File: src/rtl/mux_4_1_rr_arbiter_if.sv
// Request/grant bundle between four requesters and the round-robin arbiter.
// Ports: master drives req/done, slave drives gnt, s1/s0, busy and timeout.
interface mux_4_1_rr_arbiter_if;
    logic [3:0] req;
    logic       done;
    logic [3:0] gnt;
    logic       s1;
    logic       s0;
    logic       busy;
    logic       timeout;

    modport master (
        output req,
        output done,
        input  gnt,
        input  s1,
        input  s0,
        input  busy,
        input  timeout
    );

    modport slave (
        input  req,
        input  done,
        output gnt,
        output s1,
        output s0,
        output busy,
        output timeout
    );
endinterface

File: src/rtl/mux_4_1_rr_arbiter.sv
// Round-robin arbiter driving the 4:1 mux select among four requesters.
// Ports: clk, rst (sync, active-high), bus (slave: req/done in, gnt/s1/s0/busy/timeout out).
// Optional grant timeout enabled by defining MUX_ARB_TIMEOUT_EN (limit MAX_HOLD cycles).
module mux_4_1_rr_arbiter #(
    parameter int unsigned MAX_HOLD = 8
) (
    input logic                  clk,
    input logic                  rst,
    mux_4_1_rr_arbiter_if.slave  bus
);

    if (MAX_HOLD < 2 || MAX_HOLD > 255) begin : g_bad_max_hold
        $error("MAX_HOLD must be in 2..255");
    end

    typedef enum logic {
        IDLE  = 1'b0,
        GRANT = 1'b1
    } state_t;

    state_t     state_q, state_d;
    logic [3:0] gnt_q, gnt_d;
    logic [1:0] sel_q, sel_d;
    logic       busy_q, busy_d;
    logic [1:0] owner_q, owner_d;
    logic [1:0] last_q, last_d;

    logic [1:0] arb_base;
    logic       win_vld;
    logic [1:0] win_idx;
    logic       rel_norm;
    logic       expired;
    logic       release_c;
    logic       forced;

`ifdef MUX_ARB_TIMEOUT_EN
    localparam logic [7:0] HOLD_LAST = 8'(MAX_HOLD - 1);
    logic [7:0] hold_q, hold_d;
    logic       to_q, to_d;
`endif

    // Scan p+1, p+2, p+3, p: the previous owner is considered last.
    function automatic logic [2:0] pick(input logic [3:0] r, input logic [1:0] p);
        logic [1:0] idx;
        logic       found;
        logic [1:0] res;
        found = 1'b0;
        res   = 2'd0;
        for (int k = 1; k <= 4; k++) begin
            idx = p + 2'(k);
            if (!found && r[idx]) begin
                found = 1'b1;
                res   = idx;
            end
        end
        return {found, res};
    endfunction

    // In GRANT owner_q == last_q, but owner is the documented base on release.
    assign arb_base           = (state_q == IDLE) ? last_q : owner_q;
    assign {win_vld, win_idx} = pick(bus.req, arb_base);

    assign rel_norm = bus.done | ~bus.req[owner_q];
`ifdef MUX_ARB_TIMEOUT_EN
    assign expired  = (hold_q == HOLD_LAST);
`else
    assign expired  = 1'b0;
`endif
    assign release_c = rel_norm | expired;
    // A timeout that coincides with a normal release is not reported.
    assign forced    = expired & ~rel_norm;

    // State register and all registered outputs.
    always_ff @(posedge clk) begin
        if (rst) begin
            state_q <= IDLE;
            gnt_q   <= 4'b0000;
            sel_q   <= 2'd0;
            busy_q  <= 1'b0;
            owner_q <= 2'd0;
            last_q  <= 2'd3;
`ifdef MUX_ARB_TIMEOUT_EN
            hold_q  <= 8'd0;
            to_q    <= 1'b0;
`endif
        end else begin
            state_q <= state_d;
            gnt_q   <= gnt_d;
            sel_q   <= sel_d;
            busy_q  <= busy_d;
            owner_q <= owner_d;
            last_q  <= last_d;
`ifdef MUX_ARB_TIMEOUT_EN
            hold_q  <= hold_d;
            to_q    <= to_d;
`endif
        end
    end

    // Next-state logic.
    always_comb begin
        state_d = state_q;
        unique case (state_q)
            IDLE: begin
                if (win_vld) state_d = GRANT;
            end
            GRANT: begin
                if (release_c && !win_vld) state_d = IDLE;
            end
            default: state_d = IDLE;
        endcase
    end

    // Next values of the registered outputs and bookkeeping.
    always_comb begin
        gnt_d   = gnt_q;
        sel_d   = sel_q;
        busy_d  = busy_q;
        owner_d = owner_q;
        last_d  = last_q;
`ifdef MUX_ARB_TIMEOUT_EN
        hold_d  = hold_q;
        to_d    = 1'b0;
`endif
        unique case (state_q)
            IDLE: begin
                if (win_vld) begin
                    gnt_d   = 4'b0001 << win_idx;
                    sel_d   = win_idx;
                    busy_d  = 1'b1;
                    owner_d = win_idx;
                    last_d  = win_idx;
`ifdef MUX_ARB_TIMEOUT_EN
                    hold_d  = 8'd0;
`endif
                end
            end
            GRANT: begin
                if (release_c) begin
                    // Hand over directly: no all-zero gnt cycle between owners.
                    if (win_vld) begin
                        gnt_d   = 4'b0001 << win_idx;
                        sel_d   = win_idx;
                        owner_d = win_idx;
                        last_d  = win_idx;
                    end else begin
                        gnt_d   = 4'b0000;
                        busy_d  = 1'b0;
                    end
`ifdef MUX_ARB_TIMEOUT_EN
                    hold_d  = 8'd0;
                    to_d    = forced;
`endif
                end else begin
`ifdef MUX_ARB_TIMEOUT_EN
                    hold_d  = hold_q + 8'd1;
`endif
                end
            end
            default: begin
                gnt_d  = 4'b0000;
                busy_d = 1'b0;
            end
        endcase
    end

    assign bus.gnt  = gnt_q;
    assign bus.s1   = sel_q[1];
    assign bus.s0   = sel_q[0];
    assign bus.busy = busy_q;
`ifdef MUX_ARB_TIMEOUT_EN
    assign bus.timeout = to_q;
`else
    assign bus.timeout = 1'b0;
`endif

    logic unused_forced;
    assign unused_forced = forced;

endmodule

File: src/flat_wrapper.sv
// flat-port wrapper written by rule: the top's interface ports become plain ports
module mux_4_1_rr_arbiter_flat 
#(
    parameter int unsigned MAX_HOLD = 8
)
  (clk, rst, bus_req, bus_done, bus_gnt, bus_s1, bus_s0, bus_busy, bus_timeout);
  mux_4_1_rr_arbiter_if bus_i ();
  input logic clk;
  input logic rst;
  input wire logic [$bits(bus_i.req)-1:0] bus_req;
  input wire logic [$bits(bus_i.done)-1:0] bus_done;
  output wire logic [$bits(bus_i.gnt)-1:0] bus_gnt;
  output wire logic [$bits(bus_i.s1)-1:0] bus_s1;
  output wire logic [$bits(bus_i.s0)-1:0] bus_s0;
  output wire logic [$bits(bus_i.busy)-1:0] bus_busy;
  output wire logic [$bits(bus_i.timeout)-1:0] bus_timeout;
  assign bus_i.req = bus_req;
  assign bus_i.done = bus_done;
  assign bus_gnt = bus_i.gnt;
  assign bus_s1 = bus_i.s1;
  assign bus_s0 = bus_i.s0;
  assign bus_busy = bus_i.busy;
  assign bus_timeout = bus_i.timeout;
  mux_4_1_rr_arbiter #(.MAX_HOLD(MAX_HOLD)) u_core (.clk(clk), .rst(rst), .bus(bus_i));
endmodule
File: config.mk
export PLATFORM = sky130hd
export DESIGN_NAME = mux_4_1_rr_arbiter_flat
export DESIGN_NICKNAME = d
export VERILOG_FILES = /design/src/rtl/mux_4_1_rr_arbiter_if.sv /design/src/rtl/mux_4_1_rr_arbiter.sv /design/src/flat_wrapper.sv
export SDC_FILE = /design/constraint.sdc
export NUM_CORES = 1
export LEC_CHECK = 0
export BUFFER_PORTS_ARGS = -buffer_cell sky130_fd_sc_hd__buf_2
export CORE_UTILIZATION = 35
export DETAILED_ROUTE_END_ITERATION = 6
export PLACE_DENSITY = 0.64
export SETUP_SLACK_MARGIN = 0.15
export SLEW_MARGIN = 20
export SYNTH_ARGS = -nofsm -noshare
export SYNTH_HDL_FRONTEND = slang
export SYNTH_SLANG_ARGS = --single-unit
File: constraint.sdc
create_clock -name clk -period 2.1 [get_ports clk]
set_clock_uncertainty 0.1 [all_clocks]
set_input_delay 0 -clock clk [delete_from_list [all_inputs] [get_ports clk]]
set_output_delay 0 -clock clk [all_outputs]
set_load 0.02 [all_outputs]
==> impl_metrics.yaml, run 1 <==
logic_synthesis:
  synthXorXnorAreaFrac_pct: 0
  synth_cells: 73
  ys_seq_area_share_pct: 34.8
  synth_compound_area_share_pct: 21.1
  synth_top_area_share_pct: 34.8
  synthMuxAreaShare_pct: 6.96
  synth_fa_ha_area_share_pct: 0
  synth_top_area_cell: "dfxtp_1"
  synthSimpleGateAreaFrac_pct: 30.0
  yosys_warnings: 0
  ys_ff_latch: 10
  synth.distinct_cells: 29
  synth.cell_area_um2: 576
  synth_top_family_by_area: "simple AND/OR/NAND/NOR gates"
  syn_area_per_cell_um2: 7.88
  synth_nets: 80
  netlist_top_cells_area: "dfxtp_1 (35%), a21oi_1 (7.0%), mux2i_1 (7.0%)"
setup_path:
  crit_arrival_ns: 1.78
  start_kind: "flop"
  crit_type: "reg2reg"
  r2r_slack_ns: 0.39
  timing.rr.start: "u_core.state_q"
  endpoint_kind: "flop"
  reg2regPathDepth: 5
  crit_required_ns: 2.16
  worstPathMaxFanout: 9
  reg2reg_to: "u_core.last_q[1]"
timing:
  hold_violations: 0
  timing.fmax_ghz: 0.584
  rsz0062_at_grt: "false"
  setup_violations: 0
  fin_crit_sh_pct: 81.5
  maxSlewViolCount: 0
  fin_crit_ns: 1.71
  fin_tns_setup_ns: 0
floorplan:
  rows: 14
  die_w_um: 42.6
  dieArea_um2: 1810
  ios: 15
  die_h_um: 42.6
  initial_core_util_pct: 37.8
  core-area_um2: 1520
hold_path:
  whs_path_depth: 3
  min_to: "u_core.state_q"
  hold_path.class: "in2reg"
  hold_path.startpoint: "bus_req[3]"
power_and_ir_drop:
  p_sw_w: 0.000181
  p_int_w: 0.000386
  pwr-share-clk_pct: 30.5
  p_seq_share_pct: 42.3
  p_leak_nw: 0.308
  power_frac_comb_pct: 27.2
  p_sw_share_pct: 31.9
  vdd_drop_max_mv: 0.353
  cellPowerDensity_nw_per_um2: 817
clock_tree:
  cts_buffer_depth: 2
  cts_root_buf: "clkbuf_4"
  cts_setup_buffers: 0
  clock_sink_count: 10
  cts_max_level: 1
  cts_tree: "yes"
  insertion_delay_ns: 0.27
  cts.clk_slew.worst_paths_ns: 0.07
  cts_buffers: 3
cells_and_area:
  fillers: 162
  stdcell_count: 105
  drive_gt1_share_pct: 25.8
  fin_util_pct: 45.6
  multi_input_area_um2: 338
  nets: 97
  n_antenna_cell: 0
  seq_area_um2: 201
  synthToLayoutAreaGrowth_pct: 20.7
global_route:
  grt_pass1_wl_um: 2310
  grt_most_used_layer: "met2"
  grt_max_degree: 11
  grt.total_usage_pct: 16.2
  antenna_found_initial: 0
  grtUsageMet2_pct: 25.5
  grt_pass1_vias: 544
  use_met3_pct: 4.31
  grtUsageMet1_pct: 20.5
  grt-ovfl-total: 0
detailed_routing:
  drt_pass1_iterations: 3
  avgRoutedWirePerCell_um: 12.1
  vias: 574
  drtIter0Drc: 3
  route.detailed.drc: 0
  avgViaCountPerCell: 5.47
  drt-total-wl_um: 1270
  ant_nets: 0
place:
  dp_hpwl_um: 964
  port_buffers: 13
  dp_cells: 98
  place_congestion: 0.871
flow_run:
  maxCapViolations: 0
run_status:
  outcome: "finished, final reports clean"
sequential cells by signal, indices dropped and copies added, names as in the netlist:
name,flops
u_core.bus.busy,1
u_core.bus.gnt,4
u_core.state_q,1
u_core.owner_q,2
u_core.last_q,2
Yosys cell counts, drive strengths merged:
library cell and number:
o21bai 1, nand2b 1, and3 2, nand3 1
nor4b 1, nor3b 2, or3 1, nand4 1
nor3 1, a211oi 1, buf 4, a211o 1
nand2 10, dfxtp 10, mux2i 4, o32a 1
conb 1, nand3b 1, o21a 1, o22ai 1
nor2b 3, inv 1, a22oi 1, and2 1
a21oi 8, nor2 8, o21ai 5
logic make-up (layout without fill, tap and decap cells):
| group | after synthesis | count (layout) |
|---|---|---|
| simple gates | 33 | 33 |
| compound gates | 20 | 20 |
| flops | 10 | 10 |
| buf+inv | 5 | 21 |
| mux | 4 | 4 |
| other cells | 1 | 1 |
worst max path at each step:
| stage | from | to | cells after the start |
|---|---|---|---|
| finish | u_core.state_q | u_core.last_q[1] | 5 |
| global route | u_core.state_q | u_core.bus.gnt[3] | 6 |
| CTS | u_core.state_q | u_core.last_q[1] | 5 |
| detailed placement | u_core.state_q | u_core.last_q[1] | 5 |
| global placement | u_core.state_q | u_core.last_q[1] | 5 |
| floorplan | u_core.owner_q[0] | u_core.last_q[1] | 5 |
power by group through the flow:
stage / registers (W) / logic (W) / clock network (W)
after floorplan: 0.000252 / 0.000105 / 0
after global placement: 0.000244 / 0.000149 / 0
after detailed placement: 0.000244 / 0.000151 / 0
after CTS: 0.000240 / 0.000155 / 0.000176
after global routing: 0.000244 / 0.000172 / 0.000185
final: 0.000240 / 0.000154 / 0.000173
cell type report:
type | count | area share, %
multi-input cells | 58 | 48.6
flip-flops and latches | 10 | 29.0
repair buffers | 16 | 13.7
clock buffers | 4 | 5.23
well taps | 16 | 2.88
inverters | 1 | 0.541
placed cells by master, fill, tap and decap left out, types with 2 or more instances in the layout:
cell type	count
mux2i_1	4
nand2_1	10
clkbuf_4	3
buf_2	13
nor3b_1	2
dfxtp_1	9
a21oi_1	8
nor2b_1	3
o21ai_0	5
nor2_1	8
dlygate4sd3_1	3
worst max-delay path: stages, from the launching register on:
cell,delay [ns]
dfxtp_2,0.43
inv_2,0.08
or3_1,0.34
o32a_2,0.20
and3_4,0.20
a211o_1,0.26
per-stage QoR:
stage	power, W	area, um^2	worst slack (ns)	hold WS (ns)
floorplan	0.000357	576	0.438	0.0719
global placement	0.000393	627	0.312	0.198
detailed placement	0.000395	627	0.279	0.203
CTS	0.000570	693	0.268	0.00188
global route	0.000601	694	0.229	0.0244
finish	0.000567	694	0.388	0.00205
per-layer routing:
metal | part of all wire [%] | routed length, um | vias to the layer above
met1 | 47 | 603 | 271
met5 | 0 | 0 | -
met3 | 3.7 | 47 | 2
li1 | - | - | 291
met2 | 48 | 607 | 10
met4 | 1.0 | 13 | 0
repair_timing:
action / in CTS / in global routing
setup endpoints to repair: 0 / 4
gates resized for setup: 0 / 1
hold buffers: 3 / 0
endpoints found under the hold margin: 10 / 0
(Power assumes the default switching activity.)
==> run 2: changes to the inputs <==
PLACE_DENSITY = 0.66   (was 0.64)
clock period = 1.5 ns   (was 2.1 ns; I/O delays follow)
==> run 2 against run 1 <==
Against the previous run:
- the flow now finishes with violations (setup timing)
- combinational power rose by 85%
- sequential share of layout area fell by 2.8 points
- sequential cell count did not move
- register-to-register slack got worse by 0.41 ns
- first-iteration DRC count rose by 67%
- via count rose by 3.8%
==> impl_metrics.yaml, run 2 (same netlist as run 1, synthesis figures left out) <==
timing:
  timing.fmax_ghz: 0.655
  hold_violations: 0
  fin_crit_sh_pct: 102
  fin_tns_setup_ns: -0.0272
  layout_setup_ws_ns: -0.0272
  hold_slack_ns: 0.0273
  fin_crit_ns: 1.53
  setup_violations: 1
  rsz0062_at_grt: "true"
  maxSlewViolCount: 0
place:
  dp_cells: 104
  place_congestion: 0.884
  port_buffers: 13
  placed_area_um2: 693
  dp_hpwl_um: 1000
detailed_routing:
  vias: 596
  drt_pass1_iterations: 4
  avgRoutedWirePerCell_um: 12.8
  drt-total-wl_um: 1410
  route.detailed.drc: 0
  avgViaCountPerCell: 5.42
  ant_nets: 0
  drtIter0Drc: 5
cells_and_area:
  drive_gt1_share_pct: 47.9
  final_common_cell: "buf_2"
  fillers: 142
  final_cell_area_um2: 806
  final_cell_mix: "buf_2 (13), nand2_1 (9), a21oi_1 (7), nor2_1 (7), buf_4 (6)"
  synthToLayoutAreaGrowth_pct: 40.0
  nets: 102
  n_antenna_cell: 0
  largest_reg_flops: 4
  stdcell_count: 110
global_route:
  grt_pass1_wl_um: 2350
  grt.total_usage_pct: 17.9
  grt-ovfl-total: 0
  grt_pass1_vias: 542
  grt_max_degree: 11
  antenna_found_initial: 0
power_and_ir_drop:
  cellPowerDensity_nw_per_um2: 1080
  p_sw_w: 0.000284
  vdd_drop_max_mv: 0.600
  power_frac_comb_pct: 32.8
  pwr-share-clk_pct: 28.4
  p_leak_nw: 0.352
  p_sw_share_pct: 32.8
  fin_total_pwr_w: 0.000867
  p_int_w: 0.000583
  p_seq_share_pct: 38.8
flow_run:
  maxCapViolations: 0
floorplan:
  rows: 14
  initial_core_util_pct: 37.8
  dieArea_um2: 1810
  core-area_um2: 1520
  die_w_um: 42.6
  die_h_um: 42.6
  ios: 15
clock_tree:
  cts_tree: "yes"
  cts.clk_slew.worst_paths_ns: 0.06
  insertion_delay_ns: 0.27
  cts_buffer_depth: 2
  cts_setup_buffers: 0
  cts_max_level: 1
  clock_sink_count: 10
  cts_buffers: 3
  cts_root_buf: "clkbuf_4"
hold_path:
  hold_path.class: "in2reg"
setup_path:
  crit_type: "reg2reg"
  crit_required_ns: 1.56
  start_kind: "flop"
  crit_arrival_ns: 1.58
  endpoint_kind: "flop"
  worstPathMaxFanout: 5
run_status:
  outcome: "finished, violations left"
  violations: "setup timing"
run 2: per-stage QoR:
step / utilization [%] / worst slack [ns]
2_1_floorplan: - / -0.0776
3_3_place_gp: 45.5 / -0.0736
3_5_place_dp: 45.5 / -0.119
4_1_cts: 51.4 / -0.0198
5_1_grt: 52.9 / -0.0735
6_report: 52.9 / -0.0272
run 2: cell type report:
type	count	area, um^2	area share [%]
Inverter	1	6.26	0.776
Tap cell	16	20.0	2.48
Clock buffer	4	36.3	4.50
Multi-Input combinational cell	58	402	49.8
Timing Repair Buffer	21	130	16.1
Sequential cell	10	211	26.2
run 2: power by group through the flow:
stage               combinational, W  sequential, W  clock (W)
finish                      0.000285       0.000337   0.000246
global route                0.000307       0.000343   0.000275
CTS                         0.000268       0.000332   0.000251
detailed placement          0.000246       0.000338          0
global placement            0.000244       0.000337          0
floorplan                   0.000155       0.000355          0
run 2: path summary, 6_finish.rpt:
check	startpoint	endpoint	slack (ns)	depth (start not counted)
min reg2reg	u_core.bus.gnt[2]	u_core.bus.gnt[2]	0.35	2
min	bus_req[1]	u_core.state_q	0.03	3
max reg2reg	u_core.state_q	u_core.last_q[1]	-0.03	5
max	u_core.state_q	u_core.last_q[1]	-0.03	5
run 2: repair_timing:
| item | 4_1_cts | 5_1_grt |
|---|---|---|
| setup endpoints to repair | 8 | 8 |
| endpoints found under the hold margin | 10 | 0 |
| gates resized for setup | 9 | 9 |
| hold buffers | 2 | 0 |
| pin swaps | 1 | 0 |
run 2: worst max-delay path: stages, from the launching register on:
cell and delay (ns):
dfxtp_4 0.38, inv_4 0.03, or3_4 0.32, o32a_4 0.21, and3_4 0.17, a211o_1 0.21
run 2: routing by layer:
layer	track usage (%)	vias to the layer above	share of wire, %
met3	6.47	5	4.5
met5	0	-	0
met2	29.5	14	47
li1	-	300	-
met1	20.4	277	46
met4	8.13	0	2.7
